[src/rtl/cmult_share_sched_if.sv]
// Bundle between the multiplier-sharing scheduler and its surroundings:
// the two requesters, the shared multiplier and the tagged result stream.
interface cmult_share_sched_if #(
    parameter int WIDTH = 8
);
    logic                    enable;
    logic                    req0_valid, req0_ready;
    logic signed [WIDTH-1:0] req0_ar, req0_ai, req0_br, req0_bi;
    logic                    req1_valid, req1_ready;
    logic signed [WIDTH-1:0] req1_ar, req1_ai, req1_br, req1_bi;
    logic                    m_enable;
    logic [1:0]              m_ind;
    logic signed [WIDTH-1:0] m_ar, m_ai, m_br, m_bi;
    logic signed [WIDTH-1:0] m_zr, m_zi;
    logic                    out_valid, out_chan;
    logic signed [WIDTH-1:0] out_zr, out_zi;
    logic                    busy;

    modport slave (
        input  enable,
        input  req0_valid, req0_ar, req0_ai, req0_br, req0_bi,
        output req0_ready,
        input  req1_valid, req1_ar, req1_ai, req1_br, req1_bi,
        output req1_ready,
        output m_enable, m_ind, m_ar, m_ai, m_br, m_bi,
        input  m_zr, m_zi,
        output out_valid, out_chan, out_zr, out_zi, busy
    );

    modport master (
        output enable,
        output req0_valid, req0_ar, req0_ai, req0_br, req0_bi,
        input  req0_ready,
        output req1_valid, req1_ar, req1_ai, req1_br, req1_bi,
        input  req1_ready,
        input  m_enable, m_ind, m_ar, m_ai, m_br, m_bi,
        output m_zr, m_zi,
        input  out_valid, out_chan, out_zr, out_zi, busy
    );
endinterface

[src/rtl/cmult_share_sched.sv]
// Round-robin sharer for one time-multiplexed complex multiplier: holds operands
// for a full phase sweep and returns each result tagged with its requester.
module cmult_share_sched #(
    parameter int WIDTH  = 8,
    parameter int PHASES = 4,
    parameter int LAT    = 2
) (
    input logic                clk,
    input logic                reset,
    cmult_share_sched_if.slave bus
);
    typedef enum logic {IDLE, RUN} state_t;
    localparam logic [1:0] LAST_PHASE = 2'(PHASES - 1);

    state_t                  state, state_nxt;
    logic [1:0]              phase, phase_nxt;
    logic                    enable, slot, accept, gsel, last_cycle;
    logic                    last_grant;
    logic signed [WIDTH-1:0] m_ar_p0, m_ai_p0, m_br_p0, m_bi_p0;
    logic [LAT-1:0]          tag_vld_p1, tag_chan_p1;
    logic                    out_vld_p2, out_chan_p2;
    logic signed [WIDTH-1:0] out_zr_p2, out_zi_p2;

    assign enable = bus.enable;

    always_comb begin
        state_nxt  = state;
        phase_nxt  = phase;
        last_cycle = (state == RUN) && (phase == LAST_PHASE);
        slot       = enable && ((state == IDLE) || last_cycle);
        accept     = slot && (bus.req0_valid || bus.req1_valid);
        // Contention goes to whoever did not win last; a lone requester always wins.
        gsel       = bus.req1_valid && (!bus.req0_valid || !last_grant);
        if (enable) begin
            if (accept) begin
                state_nxt = RUN;
                phase_nxt = 2'd0;
            end else if (state == RUN) begin
                if (last_cycle) begin
                    state_nxt = IDLE;
                    phase_nxt = 2'd0;
                end else begin
                    phase_nxt = phase + 2'd1;
                end
            end
        end
    end

    always_ff @(posedge clk or negedge reset) begin
        if (!reset) begin
            state <= IDLE;
            phase <= 2'd0;
        end else begin
            state <= state_nxt;
            phase <= phase_nxt;
        end
    end

    always_ff @(posedge clk or negedge reset) begin
        if (!reset) begin
            last_grant  <= 1'b1;
            m_ar_p0     <= '0;
            m_ai_p0     <= '0;
            m_br_p0     <= '0;
            m_bi_p0     <= '0;
            tag_vld_p1  <= '0;
            tag_chan_p1 <= '0;
            out_vld_p2  <= 1'b0;
            out_chan_p2 <= 1'b0;
            out_zr_p2   <= '0;
            out_zi_p2   <= '0;
        end else if (enable) begin
            // p0: operand capture, held for the whole phase sweep
            if (accept) begin
                last_grant <= gsel;
                m_ar_p0    <= gsel ? bus.req1_ar : bus.req0_ar;
                m_ai_p0    <= gsel ? bus.req1_ai : bus.req0_ai;
                m_br_p0    <= gsel ? bus.req1_br : bus.req0_br;
                m_bi_p0    <= gsel ? bus.req1_bi : bus.req0_bi;
            end
            // p1: tag follows the multiplier latency; last_grant still names the running op
            tag_vld_p1[0]  <= last_cycle;
            tag_chan_p1[0] <= last_grant;
            for (int i = 1; i < LAT; i++) begin
                tag_vld_p1[i]  <= tag_vld_p1[i-1];
                tag_chan_p1[i] <= tag_chan_p1[i-1];
            end
            // p2: result capture when the tag leaves the pipe
            out_vld_p2 <= tag_vld_p1[LAT-1];
            if (tag_vld_p1[LAT-1]) begin
                out_chan_p2 <= tag_chan_p1[LAT-1];
                out_zr_p2   <= bus.m_zr;
                out_zi_p2   <= bus.m_zi;
            end
        end
    end

    assign bus.req0_ready = slot && bus.req0_valid && !gsel;
    assign bus.req1_ready = slot && gsel;
    assign bus.m_enable   = enable;
    assign bus.m_ind      = (state == RUN) ? {phase[1] & (PHASES == 4), phase[0]} : 2'b00;
    assign bus.m_ar       = m_ar_p0;
    assign bus.m_ai       = m_ai_p0;
    assign bus.m_br       = m_br_p0;
    assign bus.m_bi       = m_bi_p0;
    // A strobe caught by a disabled cycle stays pending and shows once enable returns.
    assign bus.out_valid  = out_vld_p2 && enable;
    assign bus.out_chan   = out_chan_p2;
    assign bus.out_zr     = out_zr_p2;
    assign bus.out_zi     = out_zi_p2;
    assign bus.busy       = (state == RUN) || (|tag_vld_p1) || out_vld_p2;
endmodule

[src/flat_wrapper.sv]
// flat-port wrapper written by rule: the top's interface ports become plain ports
module cmult_share_sched_flat 
#(
    parameter int WIDTH  = 8,
    parameter int PHASES = 4,
    parameter int LAT    = 2
)
  (clk, reset, bus_enable, bus_req0_valid, bus_req0_ar, bus_req0_ai, bus_req0_br, bus_req0_bi, bus_req0_ready, bus_req1_valid, bus_req1_ar, bus_req1_ai, bus_req1_br, bus_req1_bi, bus_req1_ready, bus_m_enable, bus_m_ind, bus_m_ar, bus_m_ai, bus_m_br, bus_m_bi, bus_m_zr, bus_m_zi, bus_out_valid, bus_out_chan, bus_out_zr, bus_out_zi, bus_busy);
  cmult_share_sched_if #(.WIDTH(WIDTH)) bus_i ();
  input logic clk;
  input logic reset;
  input wire logic [$bits(bus_i.enable)-1:0] bus_enable;
  input wire logic [$bits(bus_i.req0_valid)-1:0] bus_req0_valid;
  input wire logic [$bits(bus_i.req0_ar)-1:0] bus_req0_ar;
  input wire logic [$bits(bus_i.req0_ai)-1:0] bus_req0_ai;
  input wire logic [$bits(bus_i.req0_br)-1:0] bus_req0_br;
  input wire logic [$bits(bus_i.req0_bi)-1:0] bus_req0_bi;
  output wire logic [$bits(bus_i.req0_ready)-1:0] bus_req0_ready;
  input wire logic [$bits(bus_i.req1_valid)-1:0] bus_req1_valid;
  input wire logic [$bits(bus_i.req1_ar)-1:0] bus_req1_ar;
  input wire logic [$bits(bus_i.req1_ai)-1:0] bus_req1_ai;
  input wire logic [$bits(bus_i.req1_br)-1:0] bus_req1_br;
  input wire logic [$bits(bus_i.req1_bi)-1:0] bus_req1_bi;
  output wire logic [$bits(bus_i.req1_ready)-1:0] bus_req1_ready;
  output wire logic [$bits(bus_i.m_enable)-1:0] bus_m_enable;
  output wire logic [$bits(bus_i.m_ind)-1:0] bus_m_ind;
  output wire logic [$bits(bus_i.m_ar)-1:0] bus_m_ar;
  output wire logic [$bits(bus_i.m_ai)-1:0] bus_m_ai;
  output wire logic [$bits(bus_i.m_br)-1:0] bus_m_br;
  output wire logic [$bits(bus_i.m_bi)-1:0] bus_m_bi;
  input wire logic [$bits(bus_i.m_zr)-1:0] bus_m_zr;
  input wire logic [$bits(bus_i.m_zi)-1:0] bus_m_zi;
  output wire logic [$bits(bus_i.out_valid)-1:0] bus_out_valid;
  output wire logic [$bits(bus_i.out_chan)-1:0] bus_out_chan;
  output wire logic [$bits(bus_i.out_zr)-1:0] bus_out_zr;
  output wire logic [$bits(bus_i.out_zi)-1:0] bus_out_zi;
  output wire logic [$bits(bus_i.busy)-1:0] bus_busy;
  assign bus_i.enable = bus_enable;
  assign bus_i.req0_valid = bus_req0_valid;
  assign bus_i.req0_ar = bus_req0_ar;
  assign bus_i.req0_ai = bus_req0_ai;
  assign bus_i.req0_br = bus_req0_br;
  assign bus_i.req0_bi = bus_req0_bi;
  assign bus_req0_ready = bus_i.req0_ready;
  assign bus_i.req1_valid = bus_req1_valid;
  assign bus_i.req1_ar = bus_req1_ar;
  assign bus_i.req1_ai = bus_req1_ai;
  assign bus_i.req1_br = bus_req1_br;
  assign bus_i.req1_bi = bus_req1_bi;
  assign bus_req1_ready = bus_i.req1_ready;
  assign bus_m_enable = bus_i.m_enable;
  assign bus_m_ind = bus_i.m_ind;
  assign bus_m_ar = bus_i.m_ar;
  assign bus_m_ai = bus_i.m_ai;
  assign bus_m_br = bus_i.m_br;
  assign bus_m_bi = bus_i.m_bi;
  assign bus_i.m_zr = bus_m_zr;
  assign bus_i.m_zi = bus_m_zi;
  assign bus_out_valid = bus_i.out_valid;
  assign bus_out_chan = bus_i.out_chan;
  assign bus_out_zr = bus_i.out_zr;
  assign bus_out_zi = bus_i.out_zi;
  assign bus_busy = bus_i.busy;
  cmult_share_sched #(.WIDTH(WIDTH), .PHASES(PHASES), .LAT(LAT)) u_core (.clk(clk), .reset(reset), .bus(bus_i));
endmodule
[config.mk]
export PLATFORM = sky130hd
export DESIGN_NAME = cmult_share_sched_flat
export DESIGN_NICKNAME = d
export VERILOG_FILES = /design/src/rtl/cmult_share_sched_if.sv /design/src/rtl/cmult_share_sched.sv /design/src/flat_wrapper.sv
export SDC_FILE = /design/constraint.sdc
export NUM_CORES = 1
export LEC_CHECK = 0
export BUFFER_PORTS_ARGS = -buffer_cell sky130_fd_sc_hd__buf_2
export CAP_MARGIN = 10
export CORE_ASPECT_RATIO = 1.1
export CORE_MARGIN = 10
export CORE_UTILIZATION = 40
export DETAILED_ROUTE_END_ITERATION = 7
export GPL_TIMING_DRIVEN = 0
export PLACE_DENSITY = 0.75
export SLEW_MARGIN = 10
export SYNTH_ARGS = -nofsm -noshare
export SYNTH_HDL_FRONTEND = slang
export SYNTH_SLANG_ARGS = --single-unit
export TNS_END_PERCENT = 5
[constraint.sdc]
create_clock -name clk -period 1.5 [get_ports clk]
set_input_delay 0.375 -clock clk [delete_from_list [all_inputs] [get_ports clk]]
set_output_delay 0.375 -clock clk [all_outputs]
set_load 0.05 [all_outputs]
==> results of run 1 <==
[routing by layer]
layer / GRT usage (%) / up-vias
met2: 25.5 / 118
met3: 6.40 / 10
met4: 5.09 / 0
li1: - / 1079
met1: 19.8 / 1180
met5: 0 / -
[cell type report]
class	count	area (µm²)	area share, %
clock buffers	13	169	4.38
multi-input cells	110	1100	28.5
plain buffers	21	180	4.67
well taps	82	103	2.66
clock inverters	2	35.0	0.909
inverters	3	16.3	0.422
flip-flops and latches	58	1460	37.7
repair buffers	146	800	20.7
[cells by family after synthesis]
family                     Yosys count
AOI/OAI and AO/OA                   40
adders and majority gates            1
buffers and inverters               25
DFF                                 58
muxes                               20
and+or+nand+nor                     49
[sequential cells by signal, indices dropped and copies added, names as in the netlist]
register             count
u_core.bus.m_ai          8
u_core.bus.m_ar          8
u_core.bus.m_bi          8
u_core.bus.m_br          8
u_core.bus.out_zi        8
u_core.bus.out_zr        8
u_core.phase             2
u_core.tag_chan_p1       2
u_core.tag_vld_p1        2
u_core.bus.out_chan      1
u_core.last_grant        1
u_core.out_vld_p2        1
u_core.state             1
[how the worst max path moves through the flow]
stage	to	slack, ns	cells past startpoint
detailed placement	bus_req1_ready	-0.70	5
global route	bus_req1_ready	-0.47	5
finish	bus_req1_ready	-0.43	5
floorplan	bus_req1_ready	-0.1	5
CTS	bus_req1_ready	-0.47	5
global placement	bus_req1_ready	-0.70	5
[cell usage in the layout (no fill, tap or decap), types with 2 or more instances in the layout]
cell      count
mux2_2       11
dfrtp_2       2
inv_1         2
buf_6         9
dfrtp_1      55
nand3_1       2
nand2_1       3
buf_4        10
buf_2       135
a32o_1        2
clkbuf_8     12
and3_4        2
o221a_1      32
and2_1        2
mux2_1        9
o21ai_0       2
buf_8         5
nand4b_1     32
clkbuf_1      7
[per-stage QoR]
step                      hold WS, ns  setup TNS (ns)
final                           0.105          -10.66
after floorplan                0.0794           -2.18
after CTS                       0.127           -8.55
after global placement          0.470          -15.61
after detailed placement        0.477          -13.32
after global routing            0.161          -11.86
[power by group through the flow]
stage / registers [mW] / clock network (mW) / logic, mW
4_1_cts: 2.79 / 1.50 / 5.23
3_5_place_dp: 2.78 / 0 / 5.05
3_3_place_gp: 2.74 / 0 / 5.01
5_1_grt: 2.89 / 1.57 / 5.54
2_1_floorplan: 5.04 / 0 / 1.47
6_report: 2.80 / 1.46 / 5.25
[what timing repair did]
action	4_1_cts	5_1_grt
resized for setup	26	7
hold buffers	0	0
setup buffers	5	2
endpoints found under the setup margin	38	47
pin swaps	2	18
==> flow_metrics.env, run 1 <==
export IMPL_met2WireLength_um=4020
export IMPL_period_minus_slack_ns=1.93
export IMPL_start_kind="register"
export IMPL_fin_util_pct=59.2
export IMPL_grt_max_degree=59
export IMPL_hpwl_um=6310
export IMPL_timing_rr_start="u_core.phase[0]"
export IMPL_cts_buffer_depth=2
export IMPL_max_freq_mhz=517
export IMPL_hold_path_class="in2async"
export IMPL_max_cap_viol_count=0
export IMPL_worstSetupEndpointType="output port"
export IMPL_grt_first_pass_wirelength_um=13900
export IMPL_drt_first_pass_iters=4
export IMPL_ctsRootBufferMaster="clkbuf_8"
export IMPL_crit_start="u_core.phase[0]"
export IMPL_crit_arrival_ns=1.56
export IMPL_period_share_pct=129
export IMPL_num_io_pins=141
export IMPL_start_util_pct=40.6
export IMPL_grt_overflow_total=0
export IMPL_viasPerCell=5.49
export IMPL_synth_ff_type="dfrtp_1"
export IMPL_fp_row_count=31
export IMPL_slowest_stage="dfrtp_2"
export IMPL_n_fill_cell=552
export IMPL_critPathTopFamily="flip-flops"
export IMPL_yosysMostFrequentCell="dfrtp_1"
export IMPL_worst_setup_path_type="reg2out"
export IMPL_vdd_drop_max_mv=1.66
export IMPL_wirelength_met1_um=3620
export IMPL_grt_pass1_vias=2672
export IMPL_cpPeakStageDelay_ns=0.44
export IMPL_power_switching_mw=4.64
export IMPL_skew_ns=0.00882
export IMPL_antenna_left=0
export IMPL_top_layer="met4"
export IMPL_core_area_mm2=0.00652
export IMPL_syn_area_per_cell_um2=13.7
export IMPL_setup_viol=36
export IMPL_dpl_cell_area_mm2=0.00349
export IMPL_violations="negative setup slack"
export IMPL_power_mw=9.50
export IMPL_drt_iter0_drc=63
export IMPL_synthesis_nets=279
export IMPL_synthTopCellsByCount="dfrtp_1 (57), nand4b_1 (32), o221a_1 (32)"
export IMPL_ys_types=29
export IMPL_maxSlewViolCount=0
export IMPL_p_leak_nw=1.75
export IMPL_clk_pin_slew_worst_paths_ns=0.07
export IMPL_cts_tree="yes"
export IMPL_wl_met3_um=759
export IMPL_io_buffer_count=139
export IMPL_htreeDepth=3
export IMPL_die_y_um=105
export IMPL_relSlewSlack_pct=50.8
export IMPL_globalplace_congestion=0.806
export IMPL_yosysTopAreaCell="dfrtp_1"
export IMPL_drive_above_1_share_pct=56.4
export IMPL_ys_async_sr_fraction_pct=100
export IMPL_outcome="complete, but fails checks"
export IMPL_yosys_area_share_adder_pct=0.473
export IMPL_synth_area_mm2=0.00264
export IMPL_synthCells=193
export IMPL_track_usage_pct=16.1
export IMPL_dp_cells=414
export IMPL_swShare_pct=48.8
export IMPL_wl_per_cell_um=19.5
export IMPL_clock_latency_ns=0.32
export IMPL_p_comb_share_pct=55.2
export IMPL_finalHoldViolCount=0
export IMPL_timing_rr_end="u_core.bus.m_ai[3]"
export IMPL_worst_slack_ns=-0.433
export IMPL_muxShareOfSynthArea_pct=8.52
export IMPL_rsz0062_at_grt="yes"
export IMPL_pwr_share_seq_pct=29.4
export IMPL_yosysWarnings=0
export IMPL_syn_to_final_growth_pct=45.9
export IMPL_ys_seq_elements=58
export IMPL_vias=2387
export IMPL_synth_simple_area_share_pct=14.7
export IMPL_synth_compound_area_share_pct=15.9
export IMPL_synthXorXnorAreaFrac_pct=0
export IMPL_antenna_found_initial=0
export IMPL_tightest_slew_ns=0.738
export IMPL_die_area_mm2=0.0103
export IMPL_die_w_um=97.5
export IMPL_final_cell_area_mm2=0.00386
export IMPL_clock_sinks=58
export IMPL_cp_cell_sequence="ha_4, nand2b_4, clkbuf_16, and3_4, buf_6"
export IMPL_drc=0
export IMPL_yosys_area_top_type_share_pct=54.0
export IMPL_crit_path_max_fanout=3
export IMPL_drt_total_wl_um=8470
export IMPL_cts_buffers_inserted=9
export IMPL_power_density_mw_per_mm2=2460
export IMPL_synth_top_family_by_area="compound AO/OA/AOI/OAI gates"
export IMPL_instances_no_fill=435
export IMPL_critPathRequiredTime_ns=1.12
export IMPL_clockPowerShare_pct=15.3
export IMPL_p_int_mw=4.86
export IMPL_diodes=0
export IMPL_synth_area_leaders="dfrtp_1 (54%), o221a_1 (14%), nand4b_1 (11%)"
export IMPL_yosysSeqAreaShare_pct=55.0
export IMPL_path_buf_inv=2
export IMPL_r2r_worst_path_cells=8
export IMPL_nets=435
export IMPL_post_place_ws_ns=-0.701
export IMPL_synth_edf_count=0
export IMPL_r2r_setup_slack_ns=-0.31
No activity file was read; power rests on OpenSTA's default activity.
==> run 2, diff against run 1 <==
- GPL_TIMING_DRIVEN: 0 -> 1
==> run 2 against run 1 <==
The flow still finishes with violations (negative setup slack). Final cell count shrank 1.1%. Largest cell class unchanged. Global-route usage is 0.27 points lower. First-iteration DRC count rose by 3.2%. Largest power group unchanged. Clock power about the same. Clock skew hardly changed.
==> flow_metrics.env, run 2 (synthesized netlist as in run 1, its figures left out) <==
export IMPL_grt_overflow_total=0
export IMPL_final_common_cell="buf_2"
export IMPL_nets=430
export IMPL_core_area_mm2=0.00652
export IMPL_grt_max_degree=33
export IMPL_critPathRequiredTime_ns=1.12
export IMPL_grt_first_pass_wirelength_um=13500
export IMPL_violations="negative setup slack"
export IMPL_period_minus_slack_ns=1.79
export IMPL_maxSlewViolCount=0
export IMPL_hold_path_class="in2reg"
export IMPL_clk_pin_slew_worst_paths_ns=0.06
export IMPL_wl_per_cell_um=19.3
export IMPL_io_buffer_count=140
export IMPL_crit_path_max_fanout=2
export IMPL_cts_buffer_depth=2
export IMPL_clock_latency_ns=0.33
export IMPL_rsz0062_at_grt="yes"
export IMPL_fp_row_count=31
export IMPL_drt_first_pass_iters=4
export IMPL_r2r_worst_path_cells=5
export IMPL_vias=2325
export IMPL_cts_buffers_inserted=9
export IMPL_die_w_um=97.5
export IMPL_drive_above_1_share_pct=56.3
export IMPL_skew_ns=0.00907
export IMPL_vdd_drop_max_mv=1.24
export IMPL_dpl_cell_area_mm2=0.00351
export IMPL_htreeDepth=3
export IMPL_setup_worst_path_end="bus_busy"
export IMPL_n_fill_cell=578
export IMPL_power_mw=9.43
export IMPL_track_usage_pct=15.9
export IMPL_viasPerCell=5.41
export IMPL_globalplace_congestion=0.777
export IMPL_start_util_pct=40.6
export IMPL_layout_common_cells="buf_2 (134), dfrtp_1 (57), nand4b_1 (32), o221a_1 (32), buf_4 (18)"
export IMPL_num_io_pins=141
export IMPL_cts_tree="yes"
export IMPL_worst_slack_ns=-0.293
export IMPL_clock_sinks=58
export IMPL_max_cap_viol_count=0
export IMPL_instances_no_fill=430
export IMPL_grt_pass1_vias=2579
export IMPL_start_kind="register"
export IMPL_outcome="complete, but fails checks"
export IMPL_period_share_pct=120
export IMPL_fin_util_pct=58.4
export IMPL_dp_cells=410
export IMPL_syn_to_final_growth_pct=44.0
export IMPL_die_area_mm2=0.0103
export IMPL_ctsRootBufferMaster="clkbuf_8"
export IMPL_timing_rr_end="u_core.bus.m_br[0]"
export IMPL_crit_arrival_ns=1.42
export IMPL_antenna_found_initial=0
export IMPL_p_leak_nw=1.75
export IMPL_max_freq_mhz=558
export IMPL_diodes=0
export IMPL_worstSetupEndpointType="output port"
export IMPL_hpwl_um=6370
export IMPL_drt_total_wl_um=8290
export IMPL_drt_iter0_drc=65
export IMPL_crit_start="u_core.tag_vld_p1[1]"
export IMPL_die_y_um=105
export IMPL_final_cell_area_mm2=0.00381
export IMPL_antenna_left=0
export IMPL_r2r_setup_slack_ns=-0.05
export IMPL_setup_viol=37
export IMPL_worst_setup_path_type="reg2out"
export IMPL_finalHoldViolCount=0
export IMPL_power_density_mw_per_mm2=2480
export IMPL_relSlewSlack_pct=68.8
export IMPL_drc=0
export IMPL_setup_tns_ns=-1.83
export IMPL_timing_rr_start="u_core.phase[1]"
export IMPL_tightest_slew_ns=0.467
==> run 2: cell types whose count changed in the layout (fill, tap and decap cells not counted), sizes merged <==
cell,delta
dlygate4sd3,+1
buf,+2
clkbuf,-8
==> run 2: critical path: stages, from the launching register on <==
cell and delay [ns]:
dfrtp_1 0.38, or4_4 0.54, buf_8 0.17
==> run 2: worst min-delay path by stage <==
stage                                       to  slack (ns)   startpoint  cells after the start
after global routing      u_core.bus.out_zi[2]        0.25  bus_m_zi[2]                      2
after floorplan             u_core.bus.m_ai[0]        0.08        reset                      0
after CTS                 u_core.bus.out_zi[2]        0.25  bus_m_zi[2]                      2
after global placement            u_core.state        0.35        reset                      1
after detailed placement   u_core.bus.out_chan        0.35        reset                      1
final                     u_core.bus.out_zi[3]        0.25  bus_m_zi[3]                      2
==> run 2: report_power, final <==
part	switching [mW]	internal, mW	total (mW)
Clock	0.592	0.892	1.48
Combinational	3.60	1.59	5.19
Sequential	0.424	2.33	2.76
Total	4.62	4.81	9.43
==> run 2: metal layers <==
metal / vias up / share of wire (%) / routed length (µm) / track usage (%)
li1: 1070 / - / - / -
met1: 1126 / 42 / 3490 / 18.9
met2: 121 / 47 / 3900 / 25.0
met3: 8 / 9.9 / 823 / 6.92
met4: 0 / 0.83 / 69 / 5.61
met5: - / 0 / 0 / 0
==> run 2: through the flow <==
step                hold slack, ns  setup WS [ns]
floorplan                   0.0794        -0.0995
global placement             0.349        -0.0128
detailed placement           0.351        -0.0443
CTS                          0.247         -0.313
global route                 0.248         -0.334
finish                       0.254         -0.293
==> run 2: what timing repair did <==
| action | CTS | global route |
|---|---|---|
| endpoints found under the hold margin | 12 | 0 |
| setup endpoints to repair | 37 | 38 |
| buffers inserted | 1 | 3 |
| resized for setup | 14 | 2 |
| hold buffers | 1 | 0 |
| pin swaps | 3 | 25 |
==> run 2: area by class of cell <==
type                       instances  area [µm²]  area share (%)
clock buffer                      13         169            4.44
clock inverter                     2        35.0           0.920
inverter                           3        16.3           0.427
multi-input combinational        110        1080            28.4
sequential                        58        1450            38.2
tap                               82         103            2.70
timing repair buffer             162         951            25.0
